## config.mk

```make
export PLATFORM = sky130hd
export DESIGN_NAME = mac_sequencer_flat
export DESIGN_NICKNAME = d
export VERILOG_FILES = /design/src/rtl/mac_sequencer_if.sv /design/src/rtl/mac_sequencer.sv /design/src/flat_wrapper.sv
export SDC_FILE = /design/constraint.sdc
export NUM_CORES = 1
export LEC_CHECK = 0
export ABC_AREA = 1
export CORE_ASPECT_RATIO = 0.8
export CORE_MARGIN = 4
export CORE_UTILIZATION = 45
export CTS_BUF_LIST = sky130_fd_sc_hd__clkbuf_16
export CTS_CLUSTER_DIAMETER = 60
export DETAILED_ROUTE_END_ITERATION = 6
export GPL_TIMING_DRIVEN = 1
export PLACE_DENSITY_LB_ADDON = 0.3
export SETUP_SLACK_MARGIN = 0.05
export SLEW_MARGIN = 20
export SYNTH_ARGS = -nofsm -noshare
export SYNTH_HDL_FRONTEND = slang
export SYNTH_SLANG_ARGS = --single-unit
```

## constraint.sdc

```tcl
create_clock -name clk -period 7.9 [get_ports clk]
set_clock_uncertainty 0.1 [all_clocks]
set_input_delay 1.58 -clock clk [delete_from_list [all_inputs] [get_ports clk]]
set_output_delay 1.58 -clock clk [all_outputs]
set_load 0.05 [all_outputs]
```

## src/rtl/mac_sequencer_if.sv

```systemverilog
// Request/memory/result bundle for the MAC sequencer.
// master = requester plus memory side, slave = the sequencer.
interface mac_sequencer_if #(
  parameter int n         = 8,
  parameter int k         = 8,
  parameter int b         = 8,
  parameter int MAXLEN    = 16,
  parameter int AW        = (MAXLEN > 1) ? $clog2(MAXLEN) : 1,
  parameter int LW        = $clog2(MAXLEN + 1),
  parameter int res_width = n + k + $clog2(MAXLEN) + 1
);
  logic                        start;
  logic [LW-1:0]               len;
  logic signed [b-1:0]         bias;
  logic                        abort;
  logic                        rd_en;
  logic [AW-1:0]               addr;
  logic signed [k-1:0]         act_data;
  logic signed [n-1:0]         wgt_data;
  logic                        busy;
  logic                        out_valid;
  logic                        out_ready;
  logic signed [res_width-1:0] result;

  modport master (
    output start, len, bias, abort, act_data, wgt_data, out_ready,
    input  rd_en, addr, busy, out_valid, result
  );

  modport slave (
    input  start, len, bias, abort, act_data, wgt_data, out_ready,
    output rd_en, addr, busy, out_valid, result
  );
endinterface

```

## src/rtl/mac_sequencer.sv

```systemverilog
// Dot-product sequencer: streams len addresses to the activation/weight
// memories, accumulates signed products onto a bias, and holds the result
// until the consumer takes it. Parameters must match the bound interface.
module mac_sequencer #(
  parameter int n         = 8,
  parameter int k         = 8,
  parameter int b         = 8,
  parameter int MAXLEN    = 16,
  parameter int AW        = (MAXLEN > 1) ? $clog2(MAXLEN) : 1,
  parameter int LW        = $clog2(MAXLEN + 1),
  parameter int res_width = n + k + $clog2(MAXLEN) + 1
) (
  input logic           clk,
  input logic           rst,
  mac_sequencer_if.slave bus
);
  typedef enum logic [1:0] {IDLE, READ, DRAIN, DONE} state_t;

  state_t                      state, state_nxt;
  logic [LW-1:0]               len_q, len_clamp;
  logic [AW-1:0]               addr_q;
  logic                        rd_q, rd_d;
  logic signed [res_width-1:0] acc;
  logic signed [n+k-1:0]       prod;
  logic                        last_rd;

  assign len_clamp = (bus.len > LW'(MAXLEN)) ? LW'(MAXLEN) : bus.len;
  // AW never exceeds LW, so widening addr to LW+1 bits is lossless
  assign last_rd   = ((LW+1)'(addr_q) + (LW+1)'(1)) == {1'b0, len_q};
  assign prod      = (n+k)'(bus.act_data) * (n+k)'(bus.wgt_data);

  // state register
  always_ff @(posedge clk) begin
    if (rst) state <= IDLE;
    else     state <= state_nxt;
  end

  // next-state logic; abort overrides everything outside IDLE
  always_comb begin
    state_nxt = state;
    case (state)
      IDLE:    if (bus.start) state_nxt = (len_clamp == '0) ? DONE : READ;
      READ:    if (last_rd) state_nxt = DRAIN;
      DRAIN:   state_nxt = DONE;
      DONE:    if (bus.out_ready) state_nxt = IDLE;
      default: state_nxt = IDLE;
    endcase
    if (bus.abort && (state != IDLE)) state_nxt = IDLE;
  end

  // outputs: status decoded from state, strobe/address/result from flops
  always_comb begin
    bus.busy      = (state != IDLE);
    bus.out_valid = (state == DONE);
    bus.rd_en     = rd_q;
    bus.addr      = addr_q;
    bus.result    = acc;
  end

  // datapath: read strobe, address walk, data-qualify delay, accumulator
  always_ff @(posedge clk) begin
    if (rst) begin
      rd_q   <= 1'b0;
      rd_d   <= 1'b0;
      addr_q <= '0;
      len_q  <= '0;
      acc    <= '0;
    end else begin
      rd_q <= (state_nxt == READ);
      rd_d <= rd_q;
      if ((state == IDLE) && bus.start) begin
        len_q <= len_clamp;
        acc   <= res_width'(bus.bias);
        // only move addr when a read burst actually follows
        if (len_clamp != '0) addr_q <= '0;
      end
      // advance only while staying in READ so addr holds once rd_en drops
      if ((state == READ) && (state_nxt == READ)) addr_q <= addr_q + AW'(1);
      // data lags rd_en by one cycle; gate on state so aborted reads are dropped
      if (rd_d && ((state == READ) || (state == DRAIN)))
        acc <= acc + res_width'(prod);
    end
  end
endmodule

```

## src/flat_wrapper.sv

```systemverilog
// flat-port wrapper written by rule: the top's interface ports become plain ports
module mac_sequencer_flat 
#(
  parameter int n         = 8,
  parameter int k         = 8,
  parameter int b         = 8,
  parameter int MAXLEN    = 16,
  parameter int AW        = (MAXLEN > 1) ? $clog2(MAXLEN) : 1,
  parameter int LW        = $clog2(MAXLEN + 1),
  parameter int res_width = n + k + $clog2(MAXLEN) + 1
)
  (clk, rst, bus_start, bus_len, bus_bias, bus_abort, bus_act_data, bus_wgt_data, bus_out_ready, bus_rd_en, bus_addr, bus_busy, bus_out_valid, bus_result);
  mac_sequencer_if #(.n(n), .k(k), .b(b), .MAXLEN(MAXLEN), .AW(AW), .LW(LW), .res_width(res_width)) bus_i ();
  input logic clk;
  input logic rst;
  input wire logic [$bits(bus_i.start)-1:0] bus_start;
  input wire logic [$bits(bus_i.len)-1:0] bus_len;
  input wire logic [$bits(bus_i.bias)-1:0] bus_bias;
  input wire logic [$bits(bus_i.abort)-1:0] bus_abort;
  input wire logic [$bits(bus_i.act_data)-1:0] bus_act_data;
  input wire logic [$bits(bus_i.wgt_data)-1:0] bus_wgt_data;
  input wire logic [$bits(bus_i.out_ready)-1:0] bus_out_ready;
  output wire logic [$bits(bus_i.rd_en)-1:0] bus_rd_en;
  output wire logic [$bits(bus_i.addr)-1:0] bus_addr;
  output wire logic [$bits(bus_i.busy)-1:0] bus_busy;
  output wire logic [$bits(bus_i.out_valid)-1:0] bus_out_valid;
  output wire logic [$bits(bus_i.result)-1:0] bus_result;
  assign bus_i.start = bus_start;
  assign bus_i.len = bus_len;
  assign bus_i.bias = bus_bias;
  assign bus_i.abort = bus_abort;
  assign bus_i.act_data = bus_act_data;
  assign bus_i.wgt_data = bus_wgt_data;
  assign bus_i.out_ready = bus_out_ready;
  assign bus_rd_en = bus_i.rd_en;
  assign bus_addr = bus_i.addr;
  assign bus_busy = bus_i.busy;
  assign bus_out_valid = bus_i.out_valid;
  assign bus_result = bus_i.result;
  mac_sequencer #(.n(n), .k(k), .b(b), .MAXLEN(MAXLEN), .AW(AW), .LW(LW), .res_width(res_width)) u_core (.clk(clk), .rst(rst), .bus(bus_i));
endmodule
```

==> flow_metrics.py, run 1 <==
metrics = {
    "status": {
        "outcome": "finished clean",
    },
    "global_route": {
        "grt_pass1_wl_mm": 22.3,
        "gr-usage-all-layers_pct": 19.6,
        "grt_max_degree": 35,
        "gr-total-overflow": 0,
        "antenna_found_initial": 0,
        "grt_pass1_vias": 4723,
    },
    "route": {
        "avgRoutedWirePerCell_um": 14.3,
        "vias": 4525,
        "routed_via_density": 5.06,
        "first_pass_iters": 6,
        "wirelength_mm": 12.8,
        "drc": 0,
        "drtIter0Drc": 218,
        "antenna_left": 0,
    },
    "yosys": {
        "synthXorXnorAreaFrac_pct": 1.29,
        "synthAdderAreaFrac_pct": 46.1,
        "synth_nets": 880,
        "synth_top_family_by_area": "adder cells",
        "syn-cell-area_sq_um": 5440,
        "synth_compound_area_share_pct": 9.60,
        "ys_top_cells_by_area": "fa_1, dfxtp_1, ha_1, inv_1, nand2_1",
        "synthDistinctLibCells": 30,
        "synth_seq_cells": 34,
        "seq_area_frac_synth_pct": 12.5,
        "synth_top_cell_by_area": "fa_1",
        "yosys.area.top_type_share_pct": 33.9,
        "synthCells": 701,
        "yosys_warnings": 0,
        "synth.area.mux_share_pct": 0,
        "yosys.area_share.simple_pct": 17.6,
        "syn_avg_cell_area_sq_um": 7.76,
    },
    "placed_design": {
        "dpl_cell_area_sq_um": 6150,
        "numPortBuffers": 61,
        "placed_cells": 887,
        "dp_hpwl_mm": 10.6,
        "gp_congestion": 0.928,
    },
    "sta": {
        "tightest_slew_ns": 0.797,
        "hold_viol_final": 0,
        "period_needed_ns": 6.80,
        "fmax_ghz": 0.147,
        "rsz0062_at_grt": "false",
        "setup_viol": 0,
        "slew_headroom_pct": 46.8,
        "timing.final.crit_share_pct": 86.1,
        "fin_tns_setup_ns": 0,
        "drv_slew": 0,
    },
    "power": {
        "p_leak_nw": 3.27,
        "ir_drop_uv": 181,
        "p_total_mw": 2.13,
        "powerDensity_nw_per_um2": 339,
    },
    "layout": {
        "multiInputGateArea_sq_um": 4050,
        "antenna_cells": 0,
        "final_nets": 925,
        "syn_to_final_growth_pct": 15.6,
        "instances_no_fill": 895,
        "fin_util_pct": 54.0,
        "drive_gt1_share_pct": 2.28,
        "fillers": 1101,
        "fin_area_sq_um": 6290,
        "seqCellArea_sq_um": 681,
    },
    "clock_network": {
        "cts.reportedPaths.clkPinSlew_ns": 0.06,
        "clock_path_buffers": 2,
        "cts_sinks": 34,
        "cts_resized": 0,
        "holdBufCountCts": 0,
        "root_buffer": "clkbuf_16",
        "cts_setup_buffers": 0,
        "cts_buffers": 5,
        "htree_num_levels": 2,
        "cts_tree": "built",
        "clk_latency_ns": 0.28,
    },
    "setup_path": {
        "worstSetupPathType": "primary input to flop",
        "cp.required_ns": 8.01,
        "cp_max_fo": 13,
        "endpoint_kind": "flop",
        "start_kind": "primary input",
        "worstPathArrival_ns": 6.90,
    },
    "floorplanning": {
        "num_io_pins": 62,
        "die_w_um": 131,
        "core_area_sq_um": 11600,
        "die_area_sq_um": 13900,
        "num_rows": 35,
        "dieHeight_um": 106,
        "initial_utilization_pct": 46.7,
    },
    "worst_hold_path": {
        "hp-class": "flop to flop",
    },
    "job": {
        "maxCapViolations": 0,
    },
}
per-stage QoR:
stage          hold slack [ns]  setup WS (ns)
2_1_floorplan            0.356           1.74
3_3_place_gp             0.323          0.979
3_5_place_dp             0.327          0.834
4_1_cts                  0.334           1.09
5_1_grt                  0.365          0.629
6_report                 0.331           1.10
worst max-delay path, stage by stage:
cell	delay (ns)
clkdlybuf4s50_1	0.65
nand2_1	0.14
inv_1	0.61
fa_1	0.57
fa_1	0.53
fa_1	0.44
fa_1	0.50
ha_1	0.31
ha_1	0.37
a21oi_1	0.24
a21boi_0	0.31
o21ai_0	0.20
nand3_1	0.13
nand2_1	0.06
nand2_1	0.05
nand3_1	0.06
a21oi_1	0.14
flip-flops by register name, summed over array words and instances, names as in the netlist:
name and flops:
u_core.bus.rd_en 1, u_core.bus.addr 4, u_core.bus.result 21, u_core.state 2, u_core.rd_d 1, u_core.len_q 5
kinds of logic (layout without fill, tap and decap cells):
family | count (synthesis) | count (layout)
fa+ha+maj | 145 | 145
buf+inv | 187 | 233
compound gates | 98 | 98
flops | 34 | 34
simple gates | 229 | 229
xor+xnor | 8 | 8
power by group:
part           internal [mW]  switching (mW)
Sequential             0.190          0.0203
Clock                  0.114          0.0722
Combinational          0.658            1.08
Total                  0.962            1.17
cells in the mapped netlist, drive strengths merged:
cell,instances
nand2,135
or2,5
buf,2
a22oi,1
o211ai,1
dfxtp,34
clkinv,2
o21a,1
clkbuf,22
o31ai,1
o21bai,3
inv,161
nor3,10
nand4,4
a211oi,2
xor2,2
ha,53
xnor2,6
a21oi,63
fa,92
a21boi,2
o21ai,21
nor2,40
nand3b,1
nand3,34
a31oi,3
placed cells by master, fill, tap and decap left out, types with 6 or more instances in the layout:
cell / n
ha_1: 53
nor2_1: 38
nand3_1: 33
o21ai_0: 20
inv_1: 162
xnor2_1: 6
nor3_1: 10
a21oi_1: 63
fa_1: 92
nand2_1: 133
dfxtp_1: 34
clkdlybuf4s50_1: 61
routing by layer:
| metal | track usage, % | vias to the layer above | share of wire, % |
|---|---|---|---|
| met4 | 2.35 | 0 | 0.78 |
| met1 | 28.5 | 2174 | 48 |
| met5 | 0 | - | 0 |
| li1 | - | 2220 | - |
| met2 | 31.6 | 117 | 47 |
| met3 | 3.42 | 14 | 5.0 |
path summary, 6_finish.rpt:
check	start	to	slack (ns)	cells after the start
hold reg to reg	u_core.bus.rd_en$_SDFF_PP0_	u_core.rd_d$_SDFF_PP0_	0.33	2
setup reg to reg	u_core.bus.result[6]$_SDFFE_PP0P_	u_core.bus.result[19]$_SDFFE_PP0P_	3.08	19
setup / recovery	bus_act_data[7]	u_core.bus.result[19]$_SDFFE_PP0P_	1.10	17
hold / removal	u_core.bus.rd_en$_SDFF_PP0_	u_core.rd_d$_SDFF_PP0_	0.33	2
final cells by class:
cell class | instances | area share [%]
Clock inverter | 3 | 0.199
Tap cell | 148 | 2.95
Sequential cell | 34 | 10.8
Multi-Input combinational cell | 480 | 64.5
Inverter | 163 | 9.73
Timing Repair Buffer | 62 | 9.83
Clock buffer | 5 | 1.99
Power figures use the tool's default switching activity.
==> run 2, diff against run 1 <==
--- a/config.mk
+++ b/config.mk
@@ -11,6 +11,7 @@
 export CORE_UTILIZATION = 45
 export CTS_BUF_LIST = sky130_fd_sc_hd__clkbuf_16
 export CTS_CLUSTER_DIAMETER = 60
+export CTS_CLUSTER_SIZE = 10
 export DETAILED_ROUTE_END_ITERATION = 6
 export GPL_TIMING_DRIVEN = 1
 export PLACE_DENSITY_LB_ADDON = 0.3
==> results of run 2 <==
No change in the layout: final DEF, timing and power equal those of run 1.
